$ cat src/rtl/pipe_pkg.sv
// Shared constants for the pipeline stages: next-PC select codes,
// the canonical NOP encoding and the instruction word size.
package pipe_pkg;

    typedef enum logic [1:0] {
        PCSRC_SEQ = 2'b00,
        PCSRC_BR  = 2'b01,
        PCSRC_JR  = 2'b10,
        PCSRC_J   = 2'b11
    } pcsrc_e;

    // sll $0,$0,0 -- architecturally a no-op
    localparam logic [31:0] NOP_INST   = 32'h0000_0000;
    localparam logic [31:0] WORD_BYTES = 32'd4;

endpackage

$ cat src/rtl/pipe_ifid_reg.sv
// Inter-stage pipeline register carrying a PC+4 value and an instruction.
// en = 0 holds both fields; flush squashes only the instruction field to
// a NOP so the downstream stage still sees a coherent PC+4.
module pipe_ifid_reg
    import pipe_pkg::*;
#(
    parameter int W = 32
) (
    input  logic         clock,
    input  logic         resetn,
    input  logic         en,
    input  logic         flush,
    input  logic [W-1:0] d_pc4,
    input  logic [31:0]  d_inst,
    output logic [W-1:0] q_pc4,
    output logic [31:0]  q_inst
);

    logic [W-1:0] r_pc4;
    logic [31:0]  r_inst;

    // Capture on enable; reset and flush both leave a NOP behind
    always_ff @(posedge clock) begin
        if (!resetn) begin
            r_pc4  <= '0;
            r_inst <= NOP_INST;
        end else if (en) begin
            r_pc4  <= d_pc4;
            r_inst <= flush ? NOP_INST : d_inst;
        end
    end

    assign q_pc4  = r_pc4;
    assign q_inst = r_inst;

endmodule

$ cat src/rtl/pipe_fetch_stage.sv
// Instruction-fetch stage: PC register, next-PC selection, IF/ID register,
// sticky misalignment flag and fetch/stall performance counters.
module pipe_fetch_stage
    import pipe_pkg::*;
#(
    parameter logic [31:0] RESET_PC = 32'h0000_0000,
    parameter int          CNT_W    = 32
) (
    input  logic             clock,
    input  logic             resetn,
    input  logic [1:0]       pcsource,
    input  logic [31:0]      bpc,
    input  logic [31:0]      rpc,
    input  logic [31:0]      jpc,
    input  logic             wpcir,
    input  logic             flush,
    input  logic [31:0]      ins,
    output logic [31:0]      pc,
    output logic [31:0]      pc4,
    output logic [31:0]      dpc4,
    output logic [31:0]      dinst,
    output logic             misalign,
    output logic [CNT_W-1:0] fetch_cnt,
    output logic [CNT_W-1:0] stall_cnt
);

    localparam logic [CNT_W-1:0] CNT_ONE = CNT_W'(1);

    logic [31:0]      r_pc;
    logic             r_misalign;
    logic [CNT_W-1:0] r_fetch_cnt;
    logic [CNT_W-1:0] r_stall_cnt;

    logic [31:0]      w_pc4;
    logic [31:0]      w_npc_raw;
    logic [31:0]      w_npc;
    logic             w_npc_unaligned;

    // Sequential address wraps naturally modulo 2^32
    assign w_pc4 = r_pc + WORD_BYTES;

    // Next-PC select as decoded by the ID stage
    always_comb begin
        w_npc_raw = w_pc4;
        case (pcsrc_e'(pcsource))
            PCSRC_SEQ: w_npc_raw = w_pc4;
            PCSRC_BR:  w_npc_raw = bpc;
            PCSRC_JR:  w_npc_raw = rpc;
            PCSRC_J:   w_npc_raw = jpc;
            default:   w_npc_raw = w_pc4;
        endcase
    end

    // The PC is always kept word aligned; the low bits only feed the flag
    assign w_npc           = {w_npc_raw[31:2], 2'b00};
    assign w_npc_unaligned = |w_npc_raw[1:0];

    // PC register advances only when the hazard unit allows it
    always_ff @(posedge clock) begin
        if (!resetn) begin
            r_pc <= RESET_PC;
        end else if (wpcir) begin
            r_pc <= w_npc;
        end
    end

    // Sticky misalignment flag, only set by a redirect that is actually taken
    always_ff @(posedge clock) begin
        if (!resetn) begin
            r_misalign <= 1'b0;
        end else if (wpcir && w_npc_unaligned) begin
            r_misalign <= 1'b1;
        end
    end

    // Performance counters: accepted fetches and stalled cycles, wrapping
    always_ff @(posedge clock) begin
        if (!resetn) begin
            r_fetch_cnt <= '0;
            r_stall_cnt <= '0;
        end else if (wpcir) begin
            if (!flush) begin
                r_fetch_cnt <= r_fetch_cnt + CNT_ONE;
            end
        end else begin
            r_stall_cnt <= r_stall_cnt + CNT_ONE;
        end
    end

    pipe_ifid_reg #(
        .W (32)
    ) u_ifid (
        .clock  (clock),
        .resetn (resetn),
        .en     (wpcir),
        .flush  (flush),
        .d_pc4  (w_pc4),
        .d_inst (ins),
        .q_pc4  (dpc4),
        .q_inst (dinst)
    );

    assign pc        = r_pc;
    assign pc4       = w_pc4;
    assign misalign  = r_misalign;
    assign fetch_cnt = r_fetch_cnt;
    assign stall_cnt = r_stall_cnt;

endmodule

$ cat config.mk
export PLATFORM = sky130hd
export DESIGN_NAME = pipe_fetch_stage
export DESIGN_NICKNAME = d
export VERILOG_FILES = /design/src/rtl/pipe_pkg.sv /design/src/rtl/pipe_ifid_reg.sv /design/src/rtl/pipe_fetch_stage.sv
export SDC_FILE = /design/constraint.sdc
export NUM_CORES = 1
export LEC_CHECK = 0
export CELL_PAD_IN_SITES_DETAIL_PLACEMENT = 1
export CELL_PAD_IN_SITES_GLOBAL_PLACEMENT = 1
export CORE_UTILIZATION = 31
export CTS_CLUSTER_SIZE = 40
export DETAILED_ROUTE_END_ITERATION = 7
export GPL_TIMING_DRIVEN = 0
export PLACE_DENSITY = 0.79
export SYNTH_ARGS = -nofsm -noshare
export SYNTH_HDL_FRONTEND = slang
export SYNTH_SLANG_ARGS = --single-unit
$ cat constraint.sdc
create_clock -name clock -period 2.43 [get_ports clock]
set_input_delay 0.3645 -clock clock [delete_from_list [all_inputs] [get_ports clock]]
set_output_delay 0.3645 -clock clock [all_outputs]
set_load 0.1 [all_outputs]
* Word-level counts from Yosys, hierarchy flattened *
Index checks and enable logic that the tools add are counted.

storage, ports and cells
  register bits after elaboration = 159
  input bits = 134
  output and inout port bits = 193
  logic and storage cells = 19

operators by class
  add/subtract/negate cells = 3
  eq/ne operators = 3
  multiplexer cells = 2
  bitwise logic cells = 1
  reductions and logical operators = 4

operator list
  operator                 count
  $pmux W32 S4             1
  $add A32 B1 Y32 const B  2
  $add A32 B3 Y32 const B  1
  $mux W32                 1
  $eq A2 B2 Y1 const B     2
  $eq A2 B1 Y1 const B     1
  $logic_not A2 Y1         1
  $reduce_and A2 Y1        1
  $reduce_or A2 Y1         1
  $logic_and A1 B1 Y1      1
  $not A1 Y1               1

* Logic depth before layout (Yosys ltp) *
Gate-level depths: netlist of run 1.

  word-level depth = 4
  mapped depth = 8

* Hierarchy *
From an unflattened synthesis of run 1, not the netlist that was laid out.

unflattened totals
  cell total of the unflattened synthesis = 911
  area total of the unflattened synthesis = 8064.0 um^2

modules (own cells, without submodules)
  module            instances  cells each  area an instance (um^2)
  pipe_fetch_stage  1          665         5616.6
  pipe_ifid_reg     1          246         2447.3

* Least setup slack after synthesis of run 1 *
Ideal clock, no wire load.

  path type = register to output
  start = register r_pc[2], in the netlist pc[2]
  end = output port pc4[24]
  arrival = 3.856 ns
  required time = 2.066 ns
  setup slack = -1.790 ns
  stages on the path, launching flop included = 6
  path through = dfxtp_1 -> ha_1 -> and3_1 -> nand4_4 -> or3_1 -> xnor2_1

on the way
  longest elaborated chain between the ends = 1

ends and longest elaborated chain
  item                    RTL line                source
  start, declared         pipe_fetch_stage.sv:29  logic [31:0] r_pc;
  start signal, assigned  pipe_fetch_stage.sv:63  r_pc <= w_npc;
  $add A32 B3 Y32         pipe_fetch_stage.sv:40  assign w_pc4 = r_pc + WORD_BYTES;
  end, declared           pipe_fetch_stage.sv:19  output logic [31:0] pc4,

No other way between the ends.

* Worst setup path in the final report of run 1 *
  start = register r_pc[3], in the netlist pc[3]
  end = output port pc4[22]

Same word-level chain as after synthesis.

==> impl_metrics.csv, run 1 <==
group,metric,value,unit
timing,setup_tns,-1.19,ns
yosys,synthArstFlopShare,0,%
yosys,synth_edf_count,0,
timing,finalCritPeriodShare,108,%
routing,first_iter_violations,449,
timing,slew_headroom,23.5,%
setup_path,crit_start,"pc[3]",
setup_path,arrival,2.25,ns
floorplanning,ios,327,
routing,drc,0,
layout,most-common-layout-cells,"clkdlybuf4s50_1, nor2_1, dfxtp_1, buf_4, clkbuf_1",
yosys,synth.avg_cell_area,8.79,um2
routing,vias,8591,
setup_path,critPathKind,"reg -> out",
yosys,yosys_warnings,0,
placement,dp_hpwl,25500,um
layout,utilization,54.6,%
setup_path,crit_path_max_fanout,5,
timing,finalSetupViolCount,14,
clocking,htree_levels,4,
hold_path,min_from,"misalign",
timing,final.min_clock_period,2.61,ns
clocking,hold_buffers,0,
layout,drive_above_1_share,22.1,%
clocking,clockBufferDepth,2,
layout,instances_no_fill,1620,
layout,finalInstanceArea,13400,um2
floorplanning,core,24500,um2
clocking,cts_sinks,157,
power_and_ir_drop,finalPower,7.97,mW
timing,fin_hold_ws,0.469,ns
routing,vias_per_cell,5.30,
grt,grt_max_degree,17,
placement,post-place-ws,-0.897,ns
clocking,numCtsBuffers,17,
routing,drtAntennaViolNets,0,
yosys,synth_ff_type,"dfxtp_1",
power_and_ir_drop,vdd_drop_max,468,uV
placement,portBuffers,317,
placement,place_congestion,0.835,
floorplanning,dieHeight,161,um
setup_path,worstSetupStartpointType,"register",
timing,layout_setup_ws,-0.184,ns
placement,dpl.cell_count,1534,
timing,slew_violations,0,
layout,final_common_cell,"clkdlybuf4s50_1",
yosys,syn_inst,888,
routing,firstDrtPassIters,5,
power_and_ir_drop,power.density,596,nW/um2
routing,wl_per_cell,21.7,um
status,violations,"negative setup slack",
grt,grt_pass1_vias,8945,
status,status,"finished, violations left",
layout,area_growth,71.5,%
clocking,clockRootBuffer,"clkbuf_16",
floorplanning,die_area,25800,um2
clocking,cts.reportedPaths.clkPinSlew,0.06,ns
placement,placed_area,12100,um2
yosys,synth_area,7810,um2
clocking,cts_tree,"yes",
setup_path,critical_path_required,2.07,ns
timing,rsz0062_at_grt,"yes",
timing,worstMarginPinSlew,1.14,ns
grt,antenna_found_initial,3,
grt,grt_overflow,0,
timing,fmax,382,MHz
hold_path,hold_path.class,"reg -> reg",
job,drv_cap,0,
timing,finClkSkew,0.0135,ns
power_and_ir_drop,p_leak,5.56,nW
floorplanning,start_util,31.8,%
routing,drt-total-wl,35100,um
floorplanning,rows,57,
grt,grtUsageTotal,26.7,%
setup_path,endpoint_kind,"primary output",
timing,finalHoldViolCount,0,
clocking,worstSkewPairLatency,0.43,ns
grt,grt_pass1_wl,52600,um
yosys,yosysUniqueCellTypes,64,
yosys,ys_ff_latch,157,
yosys,yosysSeqAreaShare,40.3,%
floorplanning,die_x,161,um
layout,nets,1418,
setup_path,r2r_start,"fetch_cnt[3]",
-- cell type report --
class | instances | area [um2]
Multi-Input combinational cell | 652 | 4950
Clock buffer | 18 | 439
Timing Repair Buffer | 371 | 3770
Antenna cell | 2 | 5.00
Fill cell | 2790 | 11100
Buffer | 68 | 348
Inverter | 14 | 52.6
Sequential cell | 157 | 3250
Tap cell | 324 | 405
Clock inverter | 14 | 169
-- cell usage after synthesis (17+ instances only) --
| master | number | area share [%] |
|---|---|---|
| a22oi_1 | 31 | 3.0 |
| o21ai_0 | 42 | 2.7 |
| nand3_1 | 32 | 2.1 |
| dfxtp_1 | 157 | 40 |
| nand4_1 | 25 | 2.0 |
| xor2_1 | 50 | 5.6 |
| clkbuf_1 | 44 | 2.1 |
| nor3_1 | 17 | 1.1 |
| nand2_1 | 42 | 2.0 |
| nor2_1 | 138 | 6.6 |
| xnor2_1 | 28 | 3.1 |
| a21oi_1 | 28 | 1.8 |
| mux2_2 | 17 | 2.5 |
-- power breakdown --
part	internal (mW)	switching [mW]	leakage [nW]	total [mW]
clock network	1.59	1.26	0.304	2.85
logic	0.741	1.61	3.95	2.35
registers	2.67	0.102	1.30	2.77
total	5.00	2.97	5.56	7.97
-- logic make-up (layout without fill, tap and decap cells) --
kind of cell    after synthesis  count (layout)  share of synthesized area [%]
compound gates              184             184                           16.4
xor+xnor                     79              79                           8.96
flops                       157             157                           40.3
other cells                   1               8                         0.0480
simple gates                341             341                           22.9
buf+inv                      84             485                           4.71
fa+ha+maj                     3               3                          0.481
mux                          39              39                           6.23
-- layer usage --
layer	track usage, %	vias up	part of all wire, %
li1	-	3966	-
met1	32.0	4277	41
met2	46.8	300	50
met3	6.71	46	7.1
met4	7.62	2	1.9
met5	0	-	0.040
-- critical path, stage by stage, from the launching register on --
cell and delay [ns]:
dfxtp_4 0.37, ha_4 0.14, and3_4 0.21, nand4_4 0.13
buf_12 0.17, or3_4 0.37, xnor2_4 0.22, buf_12 0.20
-- path summary, 6_finish.rpt --
check                           slack, ns             to  cells past startpoint
worst max-delay path                -0.18        pc4[22]                      7
worst min-delay path                 0.47       misalign                      2
worst max register to register       0.29  fetch_cnt[29]                      6
worst min register to register       0.47       misalign                      2
-- registers in the layout, indices dropped and copies added (netlist names) --
signal	cells
u_ifid.q_inst	32
u_ifid.q_pc4	30
stall_cnt	32
fetch_cnt	32
misalign	1
pc	30
-- timing repair --
| item | CTS | global route |
|---|---|---|
| endpoints found under the setup margin | 43 | 40 |
| gates cloned | 1 | 0 |
| setup buffers | 40 | 13 |
| pin swaps | 23 | 14 |
| gates resized for setup | 256 | 37 |
Note: power is estimated with default switching activity, not from simulation.
==> run 2, diff against run 1 <==
- CORE_UTILIZATION: 31 -> 45
- DONT_BUFFER_PORTS: unset -> 1
- PLACE_DENSITY: 0.79 -> 0.76
- RECOVER_POWER: unset -> 25
==> run 2 against run 1 <==
Compared with the run above: the flow still finishes with violations (negative setup slack); first-iteration DRC count increased by 7.6%; design area is 24% lower; setup slack got worse by 0.60 ns; global-route usage rose by 8.5 points; hold slack worse by 0.39 ns; flip-flop and latch count is the same; sequential power rose by 28%; combinational power down 55%; via count decreased by 10%; clock power decreased by 9.1%; die area down 31%; core utilization rose by 6.4 points; critical endpoint is now stall_cnt[23]; largest cell class unchanged; highest routed layer is now met4.
==> impl_metrics.csv, run 2 (synthesized netlist as in run 1, its figures left out) <==
group,metric,value,unit
status,status,"finished, violations left",
status,violations,"negative setup slack",
setup_path,arrival,3.52,ns
timing,finalCritPeriodShare,132,%
power_and_ir_drop,finalPower,7.20,mW
layout,nets,1105,
clocking,cts.reportedPaths.clkPinSlew,0.07,ns
floorplanning,rows,47,
timing,rsz0062_at_grt,"yes",
routing,drc,0,
layout,utilization,61.0,%
setup_path,path_common_cell,"nand3_1",
timing,layout_setup_ws,-0.783,ns
routing,vias_per_cell,6.42,
setup_path,critical_path_required,2.74,ns
routing,first_iter_violations,483,
setup_path,critPathKind,"reg -> reg",
clocking,clockRootBuffer,"clkbuf_16",
grt,grt_pass1_wl,47000,um
layout,drive_above_1_share,31.5,%
timing,slew_violations,0,
layout,instances_no_fill,1201,
timing,finClkSkew,0.0117,ns
setup_path,critical_path.slowest_cell,"dfxtp_1",
grt,grt_overflow,0,
placement,dpl.cell_count,1113,
placement,portBuffers,0,
timing,finalSetupViolCount,70,
routing,drt-total-wl,33300,um
layout,n_fill_cell,1850,
routing,wl_per_cell,27.8,um
timing,fin_hold_ws,0.0785,ns
layout,final_common_cell,"nor2_1",
setup_path,worstSetupStartpointType,"register",
hold_path,hold_path.class,"in -> reg",
clocking,cts_sinks,157,
layout,most-common-layout-cells,"nor2_1, dfxtp_1, dfxtp_4, clkbuf_1, buf_4",
routing,drtAntennaViolNets,0,
power_and_ir_drop,p_leak,3.93,nW
clocking,numCtsBuffers,17,
clocking,htree_levels,4,
timing,finalHoldViolCount,0,
timing,final.min_clock_period,3.21,ns
routing,vias,7707,
floorplanning,die_x,134,um
timing,fmax,311,MHz
setup_path,crit_path_max_fanout,5,
floorplanning,core,16800,um2
floorplanning,start_util,46.6,%
setup_path,endpoint_kind,"register",
grt,grt_pass1_vias,8062,
clocking,worstSkewPairLatency,0.44,ns
clocking,clockBufferDepth,2,
placement,place_congestion,0.891,
floorplanning,die_area,17900,um2
clocking,cts_tree,"yes",
power_and_ir_drop,power.density,705,nW/um2
timing,worstMarginPinSlew,1.11,ns
setup_path,cp_cell_sequence,"nand4b_1 -> nor4_1 -> nand3_1 -> nand3_1 -> o21ai_0",
placement,dp_hpwl,22500,um
grt,antenna_found_initial,1,
floorplanning,ios,327,
floorplanning,dieHeight,134,um
timing,slew_headroom,26.1,%
power_and_ir_drop,vdd_drop_max,535,uV
grt,grtUsageTotal,35.1,%
grt,grt_max_degree,17,
layout,area_growth,30.9,%
job,drv_cap,0,
routing,firstDrtPassIters,5,
setup_path,slowest_delay,1.05,ns
-- run 2: changes by cell type in the layout (fill, tap and decap cells not counted), sizes merged, moves of 2 or more --
cell,previous run,this run
buf,103,79
bufinv,2,0
clkbuf,65,63
clkdlybuf4s50,244,0
clkinv,2,5
clkinvlp,0,3
dlygate4sd2,30,0
dlymetal6s2s,15,0
inv,24,20
-- run 2: power by group --
group	total (mW)	switching (mW)	internal (mW)
registers	3.54	0.889	2.65
clock network	2.59	1.25	1.34
logic	1.06	0.754	0.311
total	7.20	2.89	4.30
-- run 2: final timing paths --
path	depth (start not counted)	start	slack [ns]	end
setup / recovery	5	stall_cnt[0]	-0.78	stall_cnt[23]
hold / removal	2	ins[12]	0.08	u_ifid.q_inst[12]
setup reg to reg	5	stall_cnt[0]	-0.78	stall_cnt[23]
hold reg to reg	2	stall_cnt[14]	0.68	stall_cnt[14]
-- run 2: timing repair --
| action | CTS | global route |
|---|---|---|
| setup endpoints to repair | 91 | 74 |
| buffers inserted | 38 | 18 |
| pin swaps | 35 | 28 |
| resized for setup | 83 | 47 |
| cloned | 0 | 1 |
| hold buffers | 0 | 0 |
-- run 2: worst max-delay path: cells and delay by family (launching register included) --
kind,cells,cell delay [ns]
flip-flops,1,1.05
AO/OA/AOI/OAI,1,0.12
AND/OR/NAND/NOR,4,1.92
-- run 2: final cells by class --
class,count,area [um2],area share [%]
Multi-Input combinational cell,653,5090,49.9
Sequential cell,157,3350,32.8
Timing Repair Buffer,56,520,5.09
Clock buffer,17,425,4.16
Buffer,69,364,3.56
Tap cell,220,275,2.69
Clock inverter,14,131,1.29
Inverter,14,52.6,0.514
Antenna cell,1,2.50,0.0245
-- run 2: metal layers --
layer / GRT usage [%] / vias up / wire (um)
li1: - / 3335 / -
met1: 38.4 / 3847 / 12200
met2: 61.7 / 431 / 17000
met3: 11.5 / 94 / 3030
met4: 15.7 / 0 / 1120
met5: 0 / - / 0
-- run 2: metrics by stage --
step / cell area, um2 / worst slack, ns / setup TNS, ns
final: 10200 / -0.783 / -25.21
after CTS: 9900 / -0.675 / -15.34
after global routing: 10200 / -0.754 / -29.36
after global placement: 8760 / -0.445 / -16.89
after detailed placement: 8760 / -0.528 / -21.41
after floorplan: 8490 / -0.164 / -0.862
